**src/rtl/qos_scheduler.sv**
```systemverilog
// Four-class QoS buffer with weighted round-robin release on tx_tick.
// Define QOS_STRICT_PRIORITY_EN to give class 0 strict priority over WRR.
module qos_scheduler #(
    parameter int DEPTH = 6,
    parameter int W0 = 4,
    parameter int W1 = 3,
    parameter int W2 = 2,
    parameter int W3 = 1,
    localparam int CW = $clog2(DEPTH + 1)
) (
    input  logic            clock,
    input  logic            reset,
    input  logic [3:0]      in_number,
    input  logic            in_valid,
    input  logic            tx_tick,
    output logic [3:0]      out_number,
    output logic            out_valid,
    output logic [4*CW-1:0] occupancy,
    output logic [11:0]     tx_count,
    output logic [11:0]     drop_count,
    output logic            empty
);

    localparam int PW = $clog2(DEPTH);
    localparam logic [CW-1:0] FULL = CW'(DEPTH);
    localparam logic [PW-1:0] LAST = PW'(DEPTH - 1);

    function automatic logic [7:0] weight(input logic [1:0] k);
        int w;
        case (k)
            2'd0:    w = W0;
            2'd1:    w = W1;
            2'd2:    w = W2;
            default: w = W3;
        endcase
        return (w == 0) ? 8'd1 : 8'(w);
    endfunction

    logic [3:0]    mem    [4][DEPTH];
    logic [PW-1:0] wr_ptr [4];
    logic [PW-1:0] rd_ptr [4];
    logic [CW-1:0] occ    [4];
    logic [CW-1:0] occ_n  [4];
    logic [1:0]    cur, cur_n, cls, deq_cls, k, idx;
    logic [7:0]    credit, credit_n;
    logic          enq, drop, deq, found, strict_hit, empty_n;

    always_comb begin
        cls  = in_number[3:2];
        enq  = in_valid && (occ[cls] != FULL);
        drop = in_valid && (occ[cls] == FULL);

        // first nonempty class after cur, wrapping back to cur last
        found = 1'b0;
        k     = cur;
        idx   = cur;
        for (int i = 1; i <= 4; i++) begin
            idx = cur + 2'(i);
            if (!found && occ[idx] != '0) begin
                found = 1'b1;
                k     = idx;
            end
        end

`ifdef QOS_STRICT_PRIORITY_EN
        strict_hit = (occ[0] != '0);
`else
        strict_hit = 1'b0;
`endif

        deq      = 1'b0;
        deq_cls  = cur;
        cur_n    = cur;
        credit_n = credit;
        if (tx_tick) begin
            if (strict_hit) begin
                deq     = 1'b1;
                deq_cls = 2'd0;
            end else if (occ[cur] != '0 && credit != 8'd0) begin
                deq      = 1'b1;
                deq_cls  = cur;
                credit_n = credit - 8'd1;
            end else if (found) begin
                deq      = 1'b1;
                deq_cls  = k;
                cur_n    = k;
                credit_n = weight(k) - 8'd1;
            end
        end

        empty_n = 1'b1;
        for (int i = 0; i < 4; i++) begin
            occ_n[i] = occ[i]
                     + CW'(enq && cls == 2'(i))
                     - CW'(deq && deq_cls == 2'(i));
            if (occ_n[i] != '0) empty_n = 1'b0;
        end
    end

    for (genvar g = 0; g < 4; g++) begin : g_occ
        assign occupancy[g*CW +: CW] = occ[g];
    end

    always_ff @(posedge clock) begin
        if (reset) begin
            for (int i = 0; i < 4; i++) begin
                wr_ptr[i] <= '0;
                rd_ptr[i] <= '0;
                occ[i]    <= '0;
            end
            out_number <= '0;
            out_valid  <= 1'b0;
            tx_count   <= '0;
            drop_count <= '0;
            empty      <= 1'b1;
            cur        <= 2'd0;
            credit     <= weight(2'd0);
        end else begin
            if (enq) begin
                mem[cls][wr_ptr[cls]] <= in_number;
                wr_ptr[cls] <= (wr_ptr[cls] == LAST) ? '0 : wr_ptr[cls] + PW'(1);
            end
            if (drop) drop_count <= drop_count + 12'd1;
            out_valid <= deq;
            if (deq) begin
                out_number <= mem[deq_cls][rd_ptr[deq_cls]];
                rd_ptr[deq_cls] <= (rd_ptr[deq_cls] == LAST) ? '0
                                 : rd_ptr[deq_cls] + PW'(1);
                tx_count <= tx_count + 12'd1;
            end
            for (int i = 0; i < 4; i++) occ[i] <= occ_n[i];
            cur    <= cur_n;
            credit <= credit_n;
            empty  <= empty_n;
        end
    end

endmodule

```
**config.mk**
```make
export PLATFORM = sky130hd
export DESIGN_NAME = qos_scheduler
export DESIGN_NICKNAME = d
export VERILOG_FILES = /design/src/rtl/qos_scheduler.sv
export SDC_FILE = /design/constraint.sdc
export NUM_CORES = 1
export LEC_CHECK = 0
export CORE_ASPECT_RATIO = 0.7
export CORE_UTILIZATION = 45
export CTS_BUF_LIST = sky130_fd_sc_hd__clkbuf_8
export CTS_CLUSTER_DIAMETER = 100
export DETAILED_ROUTE_END_ITERATION = 12
export HOLD_SLACK_MARGIN = 0.02
export PLACE_DENSITY = 0.75
export SETUP_SLACK_MARGIN = 0.3
export SYNTH_ARGS = -nofsm -noshare
export SYNTH_HDL_FRONTEND = slang
export SYNTH_SLANG_ARGS = --single-unit
```
**constraint.sdc**
```tcl
create_clock -name clock -period 3.8 [get_ports clock]
set_input_delay 0.95 -clock clock [delete_from_list [all_inputs] [get_ports clock]]
set_output_delay 0.95 -clock clock [all_outputs]
set_load 0.01 [all_outputs]
```
* Word level (Yosys, flattened, before mapping)
Memory sizes are Yosys's and may differ from the RTL's. A register that Yosys moved wholly into a read port is not among the register bits.
Cells that the tools add are included.
** Word-level totals
- Register bits :: 40
- Memory bits (writable) :: 132
- Output and inout port bits :: 42
- Input port bits :: 8
- Memories :: 4
** Operators by class
- Add/sub/neg operators :: 17
- Multiplexer cells :: 53
- Equal/unequal tests :: 12
- Order comparisons :: 3
- Reduce and logical (&&, ||, !) cells :: 35
- Bitwise logic cells :: 6
** Memory list
- mem :: depth 4, width 24, read ports 1, clocked after Yosys merged registers in 0, write ports 1, line 39 : logic [3:0] mem [4][DEPTH];
- occ :: depth 4, width 3, read ports 9, clocked after Yosys merged registers in 1, write ports 4, line 42 : logic [CW-1:0] occ [4];
- rd_ptr :: depth 4, width 3, read ports 1, clocked after Yosys merged registers in 0, write ports 4, line 41 : logic [PW-1:0] rd_ptr [4];
- wr_ptr :: depth 4, width 3, read ports 1, clocked after Yosys merged registers in 0, write ports 4, line 40 : logic [PW-1:0] wr_ptr [4];
** Operators with widths (count)
- $mux W32 :: 3
- $logic_not A32 Y1 :: 1
- $add A12 B1 Y12 const B :: 2
- $mux W24 :: 1
- $mux W3 :: 8
- $mux W8 :: 3
- $reduce_bool A3 Y1 :: 8
- $mux W1 :: 22
- $mux W2 :: 10
- $sub A8 B1 Y8 const B :: 2
- $logic_and A1 B1 Y1 :: 15
- $add A3 B1 Y3 :: 4
- $bmux W4 S3 :: 1
- $demux W4 S3 :: 1
- $mux W4 :: 3
- $sub A3 B1 Y3 :: 4
- $eq A2 B2 Y1 const B :: 5
- $eq A3 B3 Y1 const B :: 3
- $pmux W3 S3 :: 1
- $ge A4 B4 Y1 const B :: 2
- $not A3 Y4 :: 2
- $reduce_bool A8 Y1 :: 1
- $add A3 B1 Y3 const B :: 2
- $eq A2 B1 Y1 const B :: 3
- other kinds (10) :: 19

* Longest topological paths before layout
An unclocked memory read counts as a cell.
- Word-level depth :: 24
- Depth in mapped cells :: 18
- Mapped depth without buffers :: 15

* Worst setup path before layout
Ideal clock, no wire load.
- Path type :: reg-to-reg
- From :: reg credit[2]
- To :: reg empty
- Data arrival time :: 3.838 ns
- Slack :: -0.155 ns
- Data required time :: 3.684 ns
- Stages on the path, launching flop included :: 18
- Clock period less this slack :: 3.955 ns
- Buffers on the path :: 2
- Cells stage by stage :: dfxtp_1 > or4_4 > or3_4 > a31oi_4 > nand2_1 > xnor2_2 > buf_2 > buf_4 > nor3_1 > ha_1 > inv_1 > ha_1 > inv_1 > fa_1 > xor2_1 > xnor2_1 > and3_1 > a41o_1
** On the way
- Cells in the longest elaborated chain, start to end :: 12
- Elaborated cells between the ends (all ways) :: 26
- Those cells by class :: add/sub (4); eq/ne (3); mux (8); reduce/logical (11)
** RTL lines
- start, declared :: line 45 : logic [7:0] credit, credit_n;
- start signal, assigned :: line 117 : credit <= weight(2'd0);
- start signal, assigned :: line 133 : credit <= credit_n;
- $reduce_bool A8 Y1 (*) :: line 79 : end else if (occ[cur] != '0 && credit != 8'd0) begin
- $logic_and A1 B1 Y1 (*) :: line 79
- $mux W2 (2 in series)
- $logic_not A2 Y1 :: line 95 : - CW'(deq && deq_cls == 2'(i));
- $logic_and A1 B1 Y1 :: line 95
- $sub A3 B1 Y3 :: line 95
- $reduce_bool A3 Y1 :: line 96 : if (occ_n[i] != '0) empty_n = 1'b0;
- $mux W1 (3 in series) :: line 96
- $mux W1 (*) :: line 96
- end signal, assigned :: line 134 : empty <= empty_n;
- end, declared :: line 21 : output logic empty
Mark *: on every way between the ends. The rest lies on a longest branch, timed or not.
A chain may end at the register's enable or synchronous reset.

==> metrics.md <==
| Metric | Value |
|---|---|
| Peak supply drop | 414 µV |
| N_diodes | 0 |
| Post-Syn Area per Cell | between 10 and 15 µm² |
| DRC | 0 |
| Most numerous cell in the Yosys netlist | edfxtp_1 |
| Critical path type | reg -> reg |
| Clock tree buffer depth | 2 |
| TritonCTS buffer count | 17 |
| Critical path startpoint | credit[3]$_SDFFE_PP0P_ |
| R2R Setup Slk | 0.20 ns |
| Share of the synthesized area in the top cell type | 0.471 |
| DR WL/cell | around 18 µm |
| CTS tree | built |
| Status | completed |
| Nets | 697 |
| Pleak | 3.20 nW |
| Fin area | 9120 µm² |
| WL final | 16200 µm |
| Top post-synthesis cells by area | edfxtp_1 (47%), dfxtp_1 (14%), mux4_2 (8.8%) |
| Req. time, crit path | 4.20 ns |
| Buf/Inv on CP | 1 |
| Clock transition at path regs | 0.09 ns |
| H-Tree Depth | 4 |
| Final ANT Viol Nets | 0 |
| CP max FO | 5 |
| Final std cells w/o fill | between 900 and 1000 |
| Tcrit/Tclk final | 0.947 |
| PD cells | slightly below 800 nW/µm² |
| DP Area | 8700 µm² |
| Synthesized flop and latch total | approximately 170 |
| Synth unique cells | between 60 and 70 |
| Slew margin rel. | 0.425 |
| Total Power | about 7.2 mW |
| Post-synth top cells | edfxtp_1 (120), nor2_1 (78), dfxtp_1 (52) |
| Worst setup EP type | register |
| Critical Path Max Stage Delay | 0.53 ns |
| Final Skew | 0.0141 ns |
| Worst r2r src | credit[3]$_SDFFE_PP0P_ |
| R2r endpoint | empty$_SDFF_PP1_ |
| Cts-stage hold buffer count | 0 |
| Critical path's top delay family | simple AND/OR/NAND/NOR gates |
| Vias/cell | 5.39 |
| Sequential area share after synthesis | 0.606 |
| Setup TNS | 0 ns |
| Unrepaired setup endpoints after global routing | true |
| Post-DP HPWL | 11700 µm |
| Die area | approximately 18000 µm² |
| Syn. warnings | 0 |
| Synthesized instance count | around 600 |
| Mapped Nets | 608 |
| Vias | 4909 |
| Drt pass-1 iters | 5 |
| Die width | 158 µm |
| Clock tree root buffer cell | clkbuf_8 |
| Initial Util | 0.464 |
| Layout cells sized above 1 | 0.222 |
| Hold Path Class | reg -> reg |
| Crit path arrival time | 4.00 ns |
| Core Region | ~16000 µm² |
| Worst slew pin tran | 0.860 ns |
| Initial antenna violation count | 0 |
| Reg2reg path depth | 13 |
| Post-synth EDFFs | 120 |
| Hold wc startpoint | tx_count[1]$_SDFFE_PP0P_ |
| Endpoints failing setup | 0 |
| Asr flop ratio synth | 0 |
| DR iter-0 viols | about 380 |
| Worst path most repeated cell | ha_1 |
| Final hold violations | 0 |
| Post-synth design cell area | 7660 µm² |
| Crit path time final | 3.60 ns |
| GPL Wtd Cong | 0.866 |
| Critical path's slowest cell | or4_4 |
| P&R area growth vs syn | 19.1% |
| First-pass GRT wire length | 25800 µm |
| WHS | 0.498 ns |
| Cell Chain, Critical Path | or4_4 -> or3_4 -> a31oi_4 -> nand2_4 -> xnor2_4 -> nor3_2 -> ha_1 -> inv_1 -> ha_1 -> fa_1 -> nor4_2 -> and3_1 -> a41o_1 |
| GRT Residual Overflow | 0 |
| IO Port Bufs | 49 |
| Num rows | 39 |
| Total GRT Usage | 0.199 |
| Cell accounting for the most synthesized area | edfxtp_1 |
| Hold Path Depth | 2 |
| Sink Count | approximately 170 |
| Die Y | approximately 110 µm |
| I/O Pins | 50 |
| Max Freq | 278 MHz |
| Worst Hold End | tx_count[1]$_SDFFE_PP0P_ |
| Largest net degree at the start of global routing | 60 |
| Clk_lat worst skew | 0.47 ns |
| Count of pins over their slew limit | 0 |
| Inst Count DP | 877 |
| Most used DFF post-synth | edfxtp_1 |
| Crit path launch type | register |
| Maxcap violations | 0 |
| Vias in the first global route | between 4000 and 5000 |
==> worst reg2reg max path, stage by stage, from the launching register on <==
cell and delay, ns:
dfxtp_2 0.35, or4_4 0.53, or3_4 0.38, a31oi_4 0.21, nand2_4 0.10, xnor2_4 0.25
nor3_2 0.09, ha_1 0.27, inv_1 0.04, ha_1 0.19, fa_1 0.48, nor4_2 0.31
and3_1 0.20, a41o_1 0.15
==> logic make-up after synthesis <==
| family | after synthesis | share of synthesized area |
|---|---|---|
| simple gates | 211 | 0.134 |
| flops | 172 | 0.606 |
| buf+inv | 53 | 0.0302 |
| fa+ha+maj | 16 | 0.0301 |
| xor+xnor | 30 | 0.0353 |
| compound gates | 58 | 0.0557 |
| mux | 44 | 0.108 |
==> cells in the final DEF, fill, tap and decap left out, types with 12 or more instances in the layout <==
cell             count
edfxtp_1           120
xor2_1              17
nor3_1              26
o21ai_0             12
mux4_2              30
dfxtp_1             51
clkbuf_8            17
buf_4               44
or2_2               15
clkdlybuf4s50_1     47
inv_1               27
nor2_1              78
nand2_1             27
==> report_power, final <==
group | total [mW] | internal [mW] | switching, mW
registers | 2.35 | 2.19 | 0.157
logic | 3.71 | 1.80 | 1.90
clock network | 1.17 | 0.515 | 0.654
==> layer usage <==
layer,vias to the layer above,track usage,routed length [µm]
li1,2327,-,-
met2,148,0.293,7410
met3,15,0.0524,1050
met5,-,0,0
met4,0,0.0621,179
met1,2419,0.288,7540
==> per-stage QoR <==
stage          setup WS, ns   util
6_report              0.200  0.553
5_1_grt              0.0399  0.553
2_1_floorplan         0.104      -
3_3_place_gp         -0.298  0.527
4_1_cts               0.200  0.550
3_5_place_dp         -0.377  0.527
==> state kept, by name, summed over array words and instances, names as in the netlist, 2 cells and up <==
register    count
wr_ptr         12
credit          8
rd_ptr         12
tx_count       12
drop_count     12
cur             2
out_number      4
mem            96
occ            12
==> cell type report <==
cell class | instances | area, µm²
Fill cell | 1343 | 7370
Sequential cell | 172 | 4650
Multi-Input combinational cell | 359 | 2880
Timing Repair Buffer | 95 | 846
Tap cell | 225 | 282
Clock buffer | 17 | 234
Clock inverter | 14 | 121
Inverter | 28 | 113
==> how the worst max path moves through the flow <==
stage | to | slack, ns | cells past startpoint
2_1_floorplan | empty$_SDFF_PP1_ | 0.10 | 17
3_3_place_gp | empty$_SDFF_PP1_ | -0.30 | 15
3_5_place_dp | empty$_SDFF_PP1_ | -0.38 | 14
4_1_cts | empty$_SDFF_PP1_ | 0.20 | 15
5_1_grt | empty$_SDFF_PP1_ | 0.04 | 16
6_report | empty$_SDFF_PP1_ | 0.20 | 13
==> repair_timing <==
| action | in CTS | in global routing |
|---|---|---|
| setup buffers | 0 | 2 |
| endpoints found under the setup margin | 13 | 17 |
| pin swaps | 0 | 1 |
| resized for setup | 5 | 6 |
Note: power is estimated with default switching activity, not from simulation.
